**src/rtl/tracer_pkg.sv**
```systemverilog
// Shared types and constants for the tracer nibble-serial command sequencer.
package tracer_pkg;

   typedef enum logic [1:0] {
      S_LOAD  = 2'd0,
      S_ISSUE = 2'd1,
      S_WAIT  = 2'd2
   } state_e;

   localparam int          NIBBLES_PER_CMD = 4;
   localparam logic [7:0]  TIMEOUT_RESULT  = 8'hFF;

endpackage

```
**src/rtl/nibble_loader.sv**
```systemverilog
// Assembles two operand bytes from four nibble transfers into a staging pair.
module nibble_loader
   import tracer_pkg::*;
(
   input  logic       clk,
   input  logic       reset,
   input  logic       load_en,
   input  logic       i_strobe,
   input  logic [3:0] i_data,
   output logic [7:0] stage_a_next,
   output logic [7:0] stage_b_next,
   output logic       last
);

   logic [1:0] nc_q, nc_d;
   logic [7:0] stage_a_q, stage_a_d;
   logic [7:0] stage_b_q, stage_b_d;
   logic       accept;

   assign accept = load_en & i_strobe;

   always_comb begin
      nc_d      = nc_q;
      stage_a_d = stage_a_q;
      stage_b_d = stage_b_q;
      if (accept) begin
         case (nc_q)
            2'd0:    stage_a_d[7:4] = i_data;
            2'd1:    stage_a_d[3:0] = i_data;
            2'd2:    stage_b_d[7:4] = i_data;
            default: stage_b_d[3:0] = i_data;
         endcase
         nc_d = nc_q + 2'd1;
      end
   end

   // The final nibble is exposed combinationally so the top can latch full bytes on the same edge.
   assign stage_a_next = stage_a_d;
   assign stage_b_next = stage_b_d;
   assign last         = accept && (nc_q == 2'(NIBBLES_PER_CMD - 1));

   always_ff @(posedge clk) begin
      if (reset) begin
         nc_q      <= 2'd0;
         stage_a_q <= 8'h00;
         stage_b_q <= 8'h00;
      end else begin
         nc_q      <= nc_d;
         stage_a_q <= stage_a_d;
         stage_b_q <= stage_b_d;
      end
   end

endmodule

```
**src/rtl/tracer_seq.sv**
```systemverilog
// Command sequencer: loads operands, starts the core, waits for done with a
// bounded timeout and holds the result on the output pins.
module tracer_seq
   import tracer_pkg::*;
#(
   parameter int TIMEOUT = 15
)(
   input  logic       clk,
   input  logic       reset,
   input  logic       i_strobe,
   input  logic [3:0] i_data,
   input  logic       abs,
   output logic       core_start,
   output logic [7:0] core_op_a,
   output logic [7:0] core_op_b,
   output logic       core_abs,
   input  logic       core_done,
   input  logic [7:0] core_result,
   output logic [7:0] result,
   output logic       busy,
   output logic       err
);

   localparam int              TW         = $clog2(TIMEOUT + 1);
   localparam logic [TW-1:0]   TIMER_LAST = TW'(TIMEOUT - 1);

   state_e        state_q, state_d;
   logic [TW-1:0] timer_q, timer_d;
   logic [7:0]    op_a_q, op_a_d;
   logic [7:0]    op_b_q, op_b_d;
   logic          abs_q, abs_d;
   logic [7:0]    result_q, result_d;
   logic          err_q, err_d;

   logic [7:0]    stage_a_next, stage_b_next;
   logic          last;

   nibble_loader u_loader (
      .clk          (clk),
      .reset        (reset),
      .load_en      (state_q == S_LOAD),
      .i_strobe     (i_strobe),
      .i_data       (i_data),
      .stage_a_next (stage_a_next),
      .stage_b_next (stage_b_next),
      .last         (last)
   );

   always_comb begin
      state_d  = state_q;
      timer_d  = timer_q;
      op_a_d   = op_a_q;
      op_b_d   = op_b_q;
      abs_d    = abs_q;
      result_d = result_q;
      err_d    = err_q;
      case (state_q)
         S_LOAD: begin
            if (last) begin
               op_a_d  = stage_a_next;
               op_b_d  = stage_b_next;
               abs_d   = abs;
               state_d = S_ISSUE;
            end
         end
         S_ISSUE: begin
            timer_d = '0;
            state_d = S_WAIT;
         end
         S_WAIT: begin
            timer_d = timer_q + TW'(1);
            // A done arriving on the last permitted cycle still counts as success.
            if (core_done) begin
               result_d = core_result;
               err_d    = 1'b0;
               state_d  = S_LOAD;
            end else if (timer_q == TIMER_LAST) begin
               result_d = TIMEOUT_RESULT;
               err_d    = 1'b1;
               state_d  = S_LOAD;
            end
         end
         default: state_d = S_LOAD;
      endcase
   end

   always_ff @(posedge clk) begin
      if (reset) begin
         state_q  <= S_LOAD;
         timer_q  <= '0;
         op_a_q   <= 8'h00;
         op_b_q   <= 8'h00;
         abs_q    <= 1'b0;
         result_q <= 8'h00;
         err_q    <= 1'b0;
      end else begin
         state_q  <= state_d;
         timer_q  <= timer_d;
         op_a_q   <= op_a_d;
         op_b_q   <= op_b_d;
         abs_q    <= abs_d;
         result_q <= result_d;
         err_q    <= err_d;
      end
   end

   assign core_start = (state_q == S_ISSUE);
   assign busy       = (state_q != S_LOAD);
   assign core_op_a  = op_a_q;
   assign core_op_b  = op_b_q;
   assign core_abs   = abs_q;
   assign result     = result_q;
   assign err        = err_q;

endmodule

```
**config.mk**
```make
export PLATFORM = sky130hd
export DESIGN_NAME = tracer_seq
export DESIGN_NICKNAME = d
export VERILOG_FILES = /design/src/rtl/tracer_pkg.sv /design/src/rtl/nibble_loader.sv /design/src/rtl/tracer_seq.sv
export SDC_FILE = /design/constraint.sdc
export NUM_CORES = 1
export LEC_CHECK = 0
export BUFFER_PORTS_ARGS = -buffer_cell sky130_fd_sc_hd__clkbuf_2
export CORE_ASPECT_RATIO = 0.7
export CORE_MARGIN = 1.5
export CORE_UTILIZATION = 50
export DETAILED_ROUTE_END_ITERATION = 8
export HOLD_SLACK_MARGIN = 0.12
export PLACE_DENSITY = 0.76
export SYNTH_ARGS = -nofsm -noshare
export SYNTH_HDL_FRONTEND = slang
export SYNTH_SLANG_ARGS = --single-unit
```
**constraint.sdc**
```tcl
create_clock -name clk -period 1.76 [get_ports clk]
set_clock_uncertainty 0.2 [all_clocks]
set_input_delay 0.088 -clock clk [delete_from_list [all_inputs] [get_ports clk]]
set_output_delay 0.088 -clock clk [all_outputs]
set_load 0.02 [all_outputs]
```
Word level (Yosys, flattened, before mapping) --
Index checks and enable logic that the tools add are counted.
Cells by class: mux-type cells 15, equal/unequal tests 8, bitwise logic cells 1, reduce and logical (&&, ||, !) cells 10, add/sub/neg operators 2
Operators by type and width (count):
- 8-bit 2-to-1 mux | 4
- 4-bit 2-to-1 mux | 4
- 4-bit one-hot mux with 2 select lines | 1
- 2-bit == test, second input constant | 3
- 2-bit 2-to-1 mux | 3
- 2-bit one-hot mux with 3 select lines | 1
- 2-bit AND reduction | 3
- 2-bit nonzero test | 3
- 4-bit by 1-bit adder with 4-bit output, second input constant | 1
- 2-bit by 1-bit == test with 1-bit output, second input constant | 2
- 4-bit == test, second input constant | 1
- 2-bit zero test | 2
- 3-bit != test, second input constant | 1
- 3-bit OR reduction | 1
- 2-bit by 1-bit adder with 2-bit output, second input constant | 1
- 1-bit 2-to-1 mux | 2
- 2-bit != test, second input constant | 1
- 1-bit AND | 1
- 1-bit logical AND | 1
Storage, ports and cells: flip-flop bits (word level) 50, bits of input ports 17, output and inout bits 28

Longest topological paths before layout --
Gate-level depths: netlist (run 1).
depth in word-level cells 5, gate-level depth with buffers 7, gate-level depth less buffers 5

Modules after synthesis --
A second synthesis (run 1) with hierarchy kept.
Second synthesis, totals: cell total of the unflattened synthesis 231, area, all modules 2347.3 µm²
Modules (own cells, without submodules):
- tracer_seq | times used 1, cells each 138, area each 1261.2 µm²
- nibble_loader | times used 1, cells each 93, area each 1086.0 µm²

Least setup slack after synthesis (run 1) --
Ideal clock, no wire load.
kind register to register, start register timer_q[0], end register result_q[0], in the netlist result[0], stages on the path, launching flop included 7, required time 1.441 ns, library setup time 0.119 ns, slack 0.144 ns, data arrival time 1.297 ns, path through dfxtp_1 -> inv_1 -> ha_1 -> a31oi_2 -> nor2b_1 -> buf_2 -> o221a_2
Between the ends: longest elaborated chain between the ends 3
RTL lines:
- start, declared | RTL line tracer_seq.sv:28 | logic [TW-1:0] timer_q, timer_d;
- start signal, assigned | RTL line tracer_seq.sv:98 | timer_q <= timer_d;
- 4-bit == test | RTL line tracer_seq.sv:77 | end else if (timer_q == TIMER_LAST) begin
- 2-bit nonzero test (no line)
- 2-bit AND reduction (no line)
- end signal, assigned | RTL line tracer_seq.sv:102 | result_q <= result_d;
- end, declared | RTL line tracer_seq.sv:32 | logic [7:0] result_q, result_d;
Every way passes these cells. A chain may end at the register's enable or synchronous reset.

Final worst setup path (run 1) --
start register state_q[1], end output port busy
Between the ends: longest elaborated chain between the ends 1
RTL lines:
- start, declared | RTL line tracer_seq.sv:27 | state_e state_q, state_d;
- start signal, assigned | RTL line tracer_seq.sv:97 | state_q <= state_d;
- 2-bit nonzero test | RTL line tracer_seq.sv:108 | assign busy = (state_q != S_LOAD);
- end, declared | RTL line tracer_seq.sv:20 | output logic busy,
Every way passes these cells.

==> results of run 1 <==
[power by group through the flow]
stage,clock network (mW),registers (mW),logic [mW]
after floorplan,0,1.11,0.0890
after global placement,0,1.10,0.152
after detailed placement,0,1.10,0.153
after CTS,0.790,1.08,0.182
after global routing,0.839,1.08,0.207
final,0.779,1.08,0.189
[worst max-delay path: cells and delay by family, from the launching register on]
| family | cells | cell delay (ns) |
|---|---|---|
| buffers and inverters | 4 | 0.45 |
| flip-flops | 1 | 0.38 |
| adder cells (fa/ha/maj) | 1 | 0.24 |
[registers in the layout (all words and copies together), names as in the netlist]
name	flops
core_op_a	8
core_op_b	8
result	8
u_loader.stage_a_q	8
timer_q	4
u_loader.stage_b_q	4
state_q	2
u_loader.nc_q	2
core_abs	1
err	1
[worst max-delay path by stage]
stage               slack (ns)                         to  cells past startpoint
CTS                       0.05  core_op_b[6]$_SDFFE_PP0P_                      5
detailed placement     -0.0008     result[5]$_SDFFE_PP0P_                      4
finish                    0.11                       busy                      5
global placement          0.06     result[2]$_SDFFE_PP0P_                      4
floorplan                 0.14     result[0]$_SDFFE_PP0P_                      6
global route             0.008     result[3]$_SDFFE_PP0P_                      4
[per-layer routing]
metal / global-route usage (%) / vias to the layer above
li1: - / 761
met1: 30.0 / 713
met2: 31.0 / 31
met3: 5.33 / 3
met4: 5.45 / 0
met5: 0 / -
[what timing repair did]
item / in CTS / in global routing
pin swaps: 0 / 0
gates resized for setup: 1 / 3
hold buffers: 16 / 0
hold endpoints to repair: 44 / 0
endpoints found under the setup margin: 8 / 14
[area by class of cell]
type                            instances  area (um^2)
Clock buffer                            5         68.8
Clock inverter                          3         45.0
Fill cell                             272          915
Inverter                                8         30.0
Multi-Input combinational cell        117          785
Sequential cell                        46          921
Tap cell                               47         58.8
Timing Repair Buffer                   68          453
[cell families (layout without fill, tap and decap cells)]
kind of cell,Yosys count,count (layout)
simple gates,44,44
xor+xnor,1,1
fa+ha+maj,9,9
buf+inv,20,84
flops,46,46
compound gates,50,50
mux,13,13
[per-stage QoR]
step | power (mW) | hold WS (ns) | area [um^2]
floorplan | 1.20 | 0.0240 | 1780
global placement | 1.25 | 0.108 | 2070
detailed placement | 1.25 | 0.115 | 2070
CTS | 2.05 | 0.262 | 2350
global route | 2.12 | 0.291 | 2360
finish | 2.04 | 0.259 | 2360
[cells in the final DEF, fill, tap and decap left out]
| cell type | netlist | final |
|---|---|---|
| a211o_1 | 1 | 1 |
| a21oi_1 | 22 | 22 |
| a22oi_1 | 1 | 1 |
| a31oi_2 | 1 | 1 |
| and2_1 | 1 | 1 |
| and3_1 | 1 | 1 |
| buf_12 | 0 | 1 |
| buf_4 | 2 | 7 |
| bufinv_16 | 0 | 1 |
| clkbuf_2 | 0 | 44 |
| clkbuf_8 | 0 | 5 |
| clkinvlp_4 | 0 | 2 |
| dfxtp_1 | 46 | 46 |
| dlygate4sd3_1 | 0 | 16 |
| ha_1 | 9 | 8 |
| ha_2 | 0 | 1 |
| inv_1 | 8 | 8 |
| mux2i_1 | 13 | 13 |
| nand2_1 | 18 | 18 |
| nand3_1 | 7 | 5 |
| nand3_2 | 0 | 2 |
| nand4b_1 | 1 | 1 |
| nor2_1 | 13 | 13 |
| nor2b_1 | 2 | 1 |
| nor2b_2 | 0 | 1 |
| o211a_1 | 1 | 1 |
| o21ai_0 | 14 | 14 |
| o221a_2 | 8 | 8 |
| o2bb2ai_1 | 1 | 1 |
| o31ai_1 | 1 | 1 |
| or4_1 | 1 | 1 |
| xnor2_1 | 1 | 1 |
==> key figures, run 1 <==
Yosys
  – Dominant cells by area after synthesis: dfxtp_1 52%, mux2i_1 7.3%, ha_1 6.3%
  – Largest area contributor in the netlist: dfxtp_1
  – Synth async-reset ratio: 0%
  – Synth Warn #: 0
  – Synth Area in Compound Gates: 18.3%
  – Most frequent cell after synthesis: dfxtp_1
  – Post-Synth Simple-Gate Area: 10.8%
  – Avg Inst Size Synth: 9.73 um^2
  – Synth cell types: 26
  – Mux contribution to synthesized area: 7.31%
  – Post-Synthesis Cells: 183
  – Seq/Total Area, Yosys: 51.7%
  – Post-Synth Adder-Cell Area: 6.32%
  – Largest family of logic cells by synthesized area: compound AO/OA/AOI/OAI gates
  – Mapped Area: about 1800 um^2
  – Main synth FF type: dfxtp_1
  – Post-synth EDFFs: 0
  – FF+latch count, synth: 46
  – Synthesized Nets: 209
  – Commonest cells in the netlist: 46 x dfxtp_1, 22 x a21oi_1, 18 x nand2_1
  – XOR/XNOR Fraction of Synth Area: less than 1%
  – Yosys top cell area share: 51.7%

Layout
  – Layout cells sized above 1: 29.6%
  – Area grow syn2layout: 32.6%
  – Final-stage net count: 272
  – Ant. Diodes: 0
  – Layout Utilization: 72.1%
  – Final cell count without fillers: 294

Worst setup path
  – Crit path largest cell delay: 0.38 ns
  – Critical path class: reg -> out
  – Most used cell, CP: inv_1
  – Nature of the critical path startpoint: flop
  – Path depth of the worst reg2reg path: 5
  – Crit. End Element: output pin
  – CP required: 1.47 ns
  – Worst setup startpoint: state_q[1]$_SDFFE_PP0P_
  – Crit-path max FO: 8
  – Flop2flop setup slack: 0.13 ns
  – CP arrival: about 1.4 ns
  – Critical path cell sequence: inv_1 -> ha_2 -> buf_4 -> inv_1 -> clkbuf_2
  – CP max stage cell: dfxtp_1
  – R2R Path End: result[1]$_SDFFE_PP0P_
  – R2r startpoint: timer_q[0]$_SDFFE_PP0P_

Worst hold path
  – WHS Path Cells: 2
  – Hold crit path type: reg -> reg
  – Hold endpoint: core_abs$_SDFFE_PP0P_
  – Hold_sp: core_abs$_SDFFE_PP0P_

Detailed routing
  – Met1 Wirelength: 1940 um
  – Final WL: around 3800 um
  – Routed len/inst: 12.9 um
  – Met3 WL: 147 um
  – ANT nets after route: 0
  – Drt via density: 5.13
  – Top sig layer: met4
  – Met2 routed wirelength: 1690 um
  – TritonRoute pass-1 iters: 4
  – Drt initial violations: about 120
  – Remaining DRCs: 0
  – DR vias: 1508

Job
  – Max cap viols: 0

Global routing
  – Via count of the first global-routing pass: 1357
  – Largest net degree at the start of global routing: 30
  – Total GRT Usage: 20.8%
  – Initial antenna violation count: 0
  – Gr ovfl total: 0
  – First-pass GRT wire length: between 6000 and 7000 um

Timing
  – RSZ-0062 raised after global routing: no
  – Maximum clock rate: slightly above 600 MHz
  – Slew Viols, Final: 0
  – Final Hold Fails: 0
  – Slew at the pin closest to its max-slew limit: approximately 0.38 ns
  – Post-route setup TNS: 0 ns
  – Final setup viols: 0
  – Final worst slack: approximately 0.11 ns
  – Minimum clock period: 1.65 ns
  – Rel. slew slack: 74.5%
  – Tcrit/Tclk final: 93.9%

Clocking
  – Worst-path clk slew: 0.08 ns
  – CTS Buf Count: 5
  – Setup Buffers After CTS: 0
  – # clock sinks: 46
  – Max H-tree Level: 2
  – Root Driver: clkbuf_8
  – CTS tree: built
  – Clock Tree Buf Depth: 2
  – Clk_lat worst skew: around 0.3 ns

Floorplanning
  – Top Ports: 45
  – Rows: 17
  – Die area: 3930 um^2
  – DIE WIDTH: 74.3 um
  – Initial Util: 54.4%
  – Core area: 3280 um^2
  – Chip height: 52.9 um

Power and ir drop
  – Leak: about 1.1 nW
  – Pint: 1.58 mW
  – Switching pwr: ~0.47 mW
  – Max VDD drop: 0.653 mV
  – Sequential power share: 52.7%
  – Cell Pwr Density: 866 nW/um^2
  – Clock power frac: 38.1%
  – Logic gate share of total power: under 10%
  – Switching Share: 22.9%

Placement
  – IO Port Bufs: 44
  – Final HPWL DP: approximately 2500 um
  – Pre-CTS WS: -0.000812 ns
  – DP Cell Count: between 200 and 300
  – GPL Wtd Cong: 0.835

Status
  – Outcome: finished clean
Power figures use the tool's default switching activity.
==> run 2: changes to the inputs <==
CORE_ASPECT_RATIO = 0.9   (was 0.7)
SLEW_MARGIN = 20   (was unset)
==> run 2 against run 1 <==
Compared with the run above:
- hold slack got worse by 0.11 ns
- final cell count shrank 2.0%
- non-clock buffer count shrank 2
- first-iteration DRC count down 47%
- via count down 0.40%
- clock-buffer cell count up 1
- flip-flop and latch count is the same
- total power shrank 0.56%
- clock power decreased by 0.5%
- die area down 0.14%
- global-route usage rose by 0.22 points
- critical path type is now reg -> reg
- largest power group unchanged
==> key figures, run 2 (synthesis gave the netlist of run 1 again) <==
Power and ir drop
  – Pint: 1.60 mW (was 1.58 mW)
  – Cell Pwr Density: 871 nW/um^2 (was 866 nW/um^2)
  – Switching pwr: 0.430 mW (was 0.469 mW)
  – Logic gate share of total power: 8.9% (was 9.2%)
  – Clock power frac: 38.1% (about the same)
  – Sequential power share: 53.0% (was 52.7%)
  – Leak: 1.09 nW (about the same)
  – Max VDD drop: 0.709 mV (was 0.653 mV)
  – Switching Share: 21.1% (was 22.9%)
  – Design Power: 2.03 mW (was 2.04 mW)

Layout
  – Area grow syn2layout: 31.1% (was 32.6%)
  – Ant. Diodes: 0 (unchanged)
  – Most common cell after layout, fill and taps aside: dfxtp_1 (unchanged)
  – Layout cells sized above 1: 28.7% (was 29.6%)
  – Final-stage net count: 270 (was 272)
  – Fill count: 276 (was 272)
  – Most frequent cells in the layout: 46 x dfxtp_1, 44 x clkbuf_2, 22 x a21oi_1 (unchanged)

Floorplanning
  – Die area: 3930 um^2 (about the same)
  – Core area: 3400 um^2 (was 3280 um^2)
  – Rows: 20 (was 17)
  – Initial Util: 52.3% (was 54.4%)
  – Chip height: 59.6 um (was 52.9 um)
  – Top Ports: 45 (unchanged)
  – DIE WIDTH: 65.9 um (was 74.3 um)

Clocking
  – Setup Buffers After CTS: 0 (unchanged)
  – Root Driver: clkbuf_8 (unchanged)
  – CTS Buf Count: 5 (unchanged)
  – # clock sinks: 46 (unchanged)
  – Worst-path clk slew: 0.08 ns (about the same)
  – CTS tree: built (unchanged)
  – Clock Tree Buf Depth: 2 (unchanged)
  – Max H-tree Level: 2 (unchanged)
  – Clk_lat worst skew: 0.29 ns (was 0.30 ns)

Timing
  – Final setup viols: 0 (unchanged)
  – Tcrit/Tclk final: 91.4% (was 93.9%)
  – Final Hold Fails: 0 (unchanged)
  – Maximum clock rate: 622 MHz (was 605 MHz)
  – Slew Viols, Final: 0 (unchanged)
  – RSZ-0062 raised after global routing: no (unchanged)
  – Post-route setup TNS: 0 ns (unchanged)
  – Slew at the pin closest to its max-slew limit: 0.394 ns (was 0.381 ns)
  – Minimum clock period: 1.61 ns (was 1.65 ns)
  – Rel. slew slack: 73.6% (was 74.5%)

Job
  – Max cap viols: 0 (unchanged)

Detailed routing
  – Final WL: 3820 um (was 3810 um)
  – Routed len/inst: 13.3 um (was 12.9 um)
  – ANT nets after route: 0 (unchanged)
  – Drt initial violations: 62 (was 117)
  – DR vias: 1502 (was 1508)
  – Remaining DRCs: 0 (unchanged)
  – TritonRoute pass-1 iters: 4 (unchanged)
  – Drt via density: 5.22 (was 5.13)

Global routing
  – Via count of the first global-routing pass: 1441 (was 1357)
  – Gr ovfl total: 0 (unchanged)
  – Total GRT Usage: 21.1% (was 20.8%)
  – Largest net degree at the start of global routing: 30 (unchanged)
  – Initial antenna violation count: 0 (unchanged)
  – First-pass GRT wire length: 6260 um (was 6150 um)

Placement
  – GPL Wtd Cong: 0.881 (was 0.835)
  – Final HPWL DP: 2660 um (was 2520 um)
  – IO Port Bufs: 44 (unchanged)

Worst hold path
  – Hold crit path type: in -> reg (was reg -> reg)

Status
  – Outcome: finished clean (unchanged)

Worst setup path
  – CP required: 1.74 ns (was 1.47 ns)
  – CP arrival: 1.59 ns (was 1.36 ns)
  – Crit-path max FO: 4 (was 8)
  – Crit. End Element: flop (was output pin)
  – Nature of the critical path startpoint: flop (unchanged)
  – Critical path class: reg -> reg (was reg -> out)
-- run 2: changes by cell type in the layout (fill, tap and decap cells not counted) --
cell           before  now
dlygate4sd3_1      16   15
clkinvlp_4          2    0
nand3_2             2    1
nand3_1             5    6
buf_4               7    6
clkbuf_8            5    6
-- run 2: stage by stage --
step	worst slack (ns)	hold slack (ns)	area [um^2]	cells	util, %
finish	0.152	0.150	2330	288	68.6
detailed placement	0.0208	0.127	2060	266	60.6
floorplan	0.144	0.0240	1780	183	-
global route	0.00717	0.176	2330	288	68.6
global placement	0.0645	0.121	2060	266	60.6
CTS	0.00807	0.132	2320	288	68.3
-- run 2: repair_timing --
| action | 4_1_cts | 5_1_grt |
|---|---|---|
| endpoints found under the setup margin | 0 | 10 |
| hold endpoints to repair | 42 | 0 |
| hold buffers | 15 | 0 |
| resized for setup | 0 | 3 |
-- run 2: critical path: stages, from the launching register on --
cell	delay, ns
dfxtp_1	0.38
inv_1	0.10
ha_1	0.20
nand3_1	0.22
mux2i_1	0.28
a21oi_1	0.10
-- run 2: power by group through the flow --
stage / clock network [mW] / logic, mW / registers, mW
floorplan: 0 / 0.0890 / 1.11
global placement: 0 / 0.150 / 1.10
detailed placement: 0 / 0.152 / 1.10
CTS: 0.793 / 0.179 / 1.08
global route: 0.836 / 0.202 / 1.08
finish: 0.775 / 0.182 / 1.08
-- run 2: worst paths after layout --
kind	slack, ns	start	depth (start not counted)	end
worst max register to register	0.15	u_loader.nc_q[0]$_SDFFE_PP0N_	5	core_op_a[7]$_SDFFE_PP0P_
worst min-delay path	0.15	core_done	3	err$_SDFFE_PP0P_
worst min register to register	0.26	core_op_b[3]$_SDFFE_PP0P_	2	core_op_b[3]$_SDFFE_PP0P_
worst max-delay path	0.15	u_loader.nc_q[0]$_SDFFE_PP0N_	5	core_op_a[7]$_SDFFE_PP0P_
-- run 2: per-layer routing --
| metal | vias up | track usage (%) | routed length, um |
|---|---|---|---|
| met3 | 6 | 5.70 | 234 |
| met2 | 57 | 34.6 | 1780 |
| li1 | 757 | - | - |
| met4 | 0 | 7.74 | 41 |
| met1 | 682 | 26.6 | 1760 |
| met5 | - | 0 | 0 |
-- run 2: final cells by class --
cell class | instances | area [um^2] | share of cell area, %
inverters | 8 | 30.0 | 1.29
clock inverters | 1 | 30.0 | 1.29
flip-flops and latches | 46 | 921 | 39.5
clock buffers | 6 | 82.6 | 3.54
multi-input cells | 117 | 779 | 33.4
repair buffers | 66 | 435 | 18.7
well taps | 44 | 55.1 | 2.36
==> run 3: changes to the inputs <==
ABC_AREA = 1   (was unset)
PLACE_DENSITY = 0.75   (was 0.76)
==> run 3 against run 2 <==
Compared with the run above:
- synthesized cell count increased by 35%
- clock-buffer cell count unchanged
- largest cell class unchanged
- combinational power rose by 36%
- via count up 10%
- sequential share of layout area decreased by 2.4 points
- sequential power hardly changed
- area after synthesis is 9.1% higher
- hold slack better by 0.10 ns
- highest routed layer unchanged
- flip-flop and latch count did not move
- non-clock buffer count is 2 lower
==> key figures, run 3 <==
Status
  – Outcome: finished clean (unchanged)

Worst setup path
  – Worst setup startpoint: state_q[1]$_SDFFE_PP0P_ (was u_loader.nc_q[0]$_SDFFE_PP0N_)
  – Most used cell, CP: nand2_1
  – Crit path largest cell delay: 0.36 ns (was 0.38 ns)
  – Worst path buffer plus inverter count: 3 (was 1)
  – R2r startpoint: state_q[1]$_SDFFE_PP0P_ (was u_loader.nc_q[0]$_SDFFE_PP0N_)
  – Crit-path max FO: 8 (was 4)
  – CP max stage cell: dfxtp_1 (unchanged)
  – Critical path cell sequence: inv_1 -> ha_2 -> nand2_4 -> clkinv_4 -> nand2_4 -> nand2_1 -> o21ai_1 -> nand2_1 -> nand2_1 -> inv_1 (was inv_1 -> ha_1 -> nand3_1 -> mux2i_1 -> a21oi_1)
  – CP arrival: 1.59 ns (about the same)
  – CP required: 1.76 ns (was 1.74 ns)
  – Critical path class: reg -> reg (unchanged)
  – Nature of the critical path startpoint: flop (unchanged)
  – Top Family by Delay on Critical Path: simple AND/OR/NAND/NOR gates (was flip-flops)
  – Crit. End Element: flop (unchanged)

Global routing
  – Via count of the first global-routing pass: 1552 (was 1441)
  – Initial antenna violation count: 0 (unchanged)
  – Total GRT Usage: 21.1% (about the same)
  – First-pass GRT wire length: 6770 um (was 6260 um)
  – Largest net degree at the start of global routing: 25 (was 30)
  – Gr ovfl total: 0 (unchanged)

Placement
  – Pre-CTS WS: 0.0918 ns (was 0.0208 ns)
  – Final HPWL DP: 2500 um (was 2660 um)
  – GPL Wtd Cong: 0.829 (was 0.881)
  – Post-Place Cell Area: 2210 um^2 (was 2060 um^2)
  – IO Port Bufs: 44 (unchanged)

Layout
  – Area grow syn2layout: 28.1% (was 31.1%)
  – Final-stage net count: 335 (was 270)
  – Most frequent cells in the layout: 56 x nand2_1, 45 x dfxtp_1, 44 x clkbuf_2 (was 46 x dfxtp_1, 44 x clkbuf_2, 22 x a21oi_1)
  – Ant. Diodes: 0 (unchanged)
  – Post-route cell area: 2490 um^2 (was 2330 um^2)
  – Most common cell after layout, fill and taps aside: nand2_1 (was dfxtp_1)
  – Layout cells sized above 1: 21.0% (was 28.7%)

Timing
  – Minimum clock period: 1.58 ns (was 1.61 ns)
  – Final setup viols: 0 (unchanged)
  – Final worst slack: 0.179 ns (was 0.152 ns)
  – Maximum clock rate: 632 MHz (was 622 MHz)
  – Final Hold Fails: 0 (unchanged)
  – Tcrit/Tclk final: 89.8% (was 91.4%)
  – Slew at the pin closest to its max-slew limit: 0.426 ns (was 0.394 ns)
  – Rel. slew slack: 71.6% (was 73.6%)
  – Slew Viols, Final: 0 (unchanged)

Clocking
  – Clk_lat worst skew: 0.29 ns (about the same)
  – Max H-tree Level: 2 (unchanged)
  – Clock Tree Buf Depth: 2 (unchanged)
  – # clock sinks: 46 (unchanged)
  – CTS tree: built (unchanged)
  – Root Driver: clkbuf_8 (unchanged)
  – Worst-path clk slew: 0.08 ns (about the same)
  – CTS Buf Count: 5 (unchanged)

Floorplanning
  – DIE WIDTH: 68.7 um (was 65.9 um)
  – Die area: 4270 um^2 (was 3930 um^2)
  – Rows: 21 (was 20)
  – Top Ports: 45 (unchanged)
  – Core area: 3730 um^2 (was 3400 um^2)
  – Chip height: 62.1 um (was 59.6 um)
  – Initial Util: 52.1% (was 52.3%)

Power and ir drop
  – Clock power frac: 37.2% (was 38.1%)
  – Cell Pwr Density: 855 nW/um^2 (was 871 nW/um^2)
  – Switching pwr: 0.495 mW (was 0.430 mW)
  – Logic gate share of total power: 11.6% (was 8.9%)
  – Max VDD drop: 0.552 mV (was 0.709 mV)
  – Leak: 1.22 nW (was 1.09 nW)
  – Pint: 1.63 mW (was 1.60 mW)
  – Switching Share: 23.2% (was 21.1%)
  – Design Power: 2.13 mW (was 2.03 mW)
  – Sequential power share: 51.2% (was 53.0%)

Yosys
  – Largest area contributor in the netlist: dfxtp_1 (unchanged)
  – Yosys top cell area share: 47.4% (was 51.7%)
  – Avg Inst Size Synth: 7.87 um^2 (was 9.73 um^2)
  – Main synth FF type: dfxtp_1 (unchanged)
  – Synth async-reset ratio: 0% (unchanged)
  – Post-synth EDFFs: 0 (unchanged)
  – Synth cell types: 26 (unchanged)
  – Commonest cells in the netlist: 56 x nand2_1, 46 x dfxtp_1, 41 x inv_1 (was 46 x dfxtp_1, 22 x a21oi_1, 18 x nand2_1)
  – Synthesized Nets: 273 (was 209)
  – Mapped Area: 1940 um^2 (was 1780 um^2)
  – Seq/Total Area, Yosys: 47.4% (was 51.7%)
  – FF+latch count, synth: 46 (unchanged)
  – Post-Synthesis Cells: 247 (was 183)
  – Dominant cells by area after synthesis: dfxtp_1 47%, nand2_1 11%, inv_1 7.9% (was dfxtp_1 52%, mux2i_1 7.3%, ha_1 6.3%)
  – Most frequent cell after synthesis: nand2_1 (was dfxtp_1)
  – Synth Warn #: 0 (unchanged)

Detailed routing
  – ANT nets after route: 0 (unchanged)
  – Routed len/inst: 11.3 um (was 13.3 um)
  – Remaining DRCs: 0 (unchanged)
  – TritonRoute pass-1 iters: 4 (unchanged)
  – Drt via density: 4.65 (was 5.22)
  – Drt initial violations: 92 (was 62)
  – DR vias: 1652 (was 1502)
  – Final WL: 4010 um (was 3820 um)

Worst hold path
  – Hold crit path type: reg -> reg (was in -> reg)
  – Hold_sp: result[3]$_SDFFE_PP0P_ (was core_done)

Job
  – Max cap viols: 0 (unchanged)
## run 3: layout make-up
| type | instances | area, um^2 |
|---|---|---|
| clock inverters | 1 | 30.0 |
| inverters | 44 | 171 |
| multi-input cells | 148 | 803 |
| flip-flops and latches | 46 | 922 |
| well taps | 46 | 57.6 |
| fillers | 315 | 1240 |
| repair buffers | 64 | 423 |
| clock buffers | 6 | 82.6 |
## run 3: worst register-to-register path, stage by stage, from the launching register on
cell,delay (ns)
dfxtp_1,0.36
inv_1,0.07
ha_2,0.23
nand2_4,0.12
clkinv_4,0.08
nand2_4,0.10
nand2_1,0.05
o21ai_1,0.11
nand2_1,0.08
nand2_1,0.06
inv_1,0.03
## run 3: timing repair
action | in CTS | in global routing
setup buffers | 0 | 0
resized for setup | 0 | 3
setup endpoints to repair | 0 | 12
hold endpoints to repair | 44 | 0
hold buffers | 16 | 0
## run 3: power by group through the flow
| stage | sequential, mW | combinational, mW | clock (mW) |
|---|---|---|---|
| 2_1_floorplan | 1.13 | 0.141 | 0 |
| 3_3_place_gp | 1.11 | 0.211 | 0 |
| 3_5_place_dp | 1.11 | 0.215 | 0 |
| 4_1_cts | 1.09 | 0.243 | 0.817 |
| 5_1_grt | 1.10 | 0.279 | 0.852 |
| 6_report | 1.09 | 0.247 | 0.792 |
## run 3: stage by stage
| stage | TNS (ns) | instances | utilization [%] | hold slack [ns] |
|---|---|---|---|---|
| 2_1_floorplan | 0 | 247 | - | 0.0308 |
| 3_3_place_gp | 0 | 332 | 59.2 | 0.126 |
| 3_5_place_dp | 0 | 332 | 59.2 | 0.127 |
| 4_1_cts | 0 | 355 | 66.5 | 0.252 |
| 5_1_grt | -0.00287 | 355 | 66.7 | 0.271 |
| 6_report | 0 | 355 | 66.7 | 0.253 |
## run 3: worst paths after layout
path / end / slack, ns / cells past startpoint
worst max-delay path: core_op_a[7]$_SDFFE_PP0P_ / 0.18 / 10
worst min-delay path: result[3]$_SDFFE_PP0P_ / 0.25 / 2
worst max register to register: core_op_a[7]$_SDFFE_PP0P_ / 0.18 / 10
worst min register to register: result[3]$_SDFFE_PP0P_ / 0.25 / 2
## run 3: logic make-up after synthesis
group           count (synthesis)  share of synthesized area [%]
xor+xnor                        1                          0.451
simple gates                   81                           18.4
compound gates                 57                           16.4
flops                          46                           47.4
buf+inv                        53                           11.7
fa+ha+maj                       9                           5.80
## run 3: routing by layer
metal  share of wire [%]  GRT usage (%)  up-vias
met5                   0              0        -
met4                 2.1           9.56        0
met3                 4.4           5.43        8
met2                  45           33.3       32
met1                  48           26.5      723
li1                    -              -      889
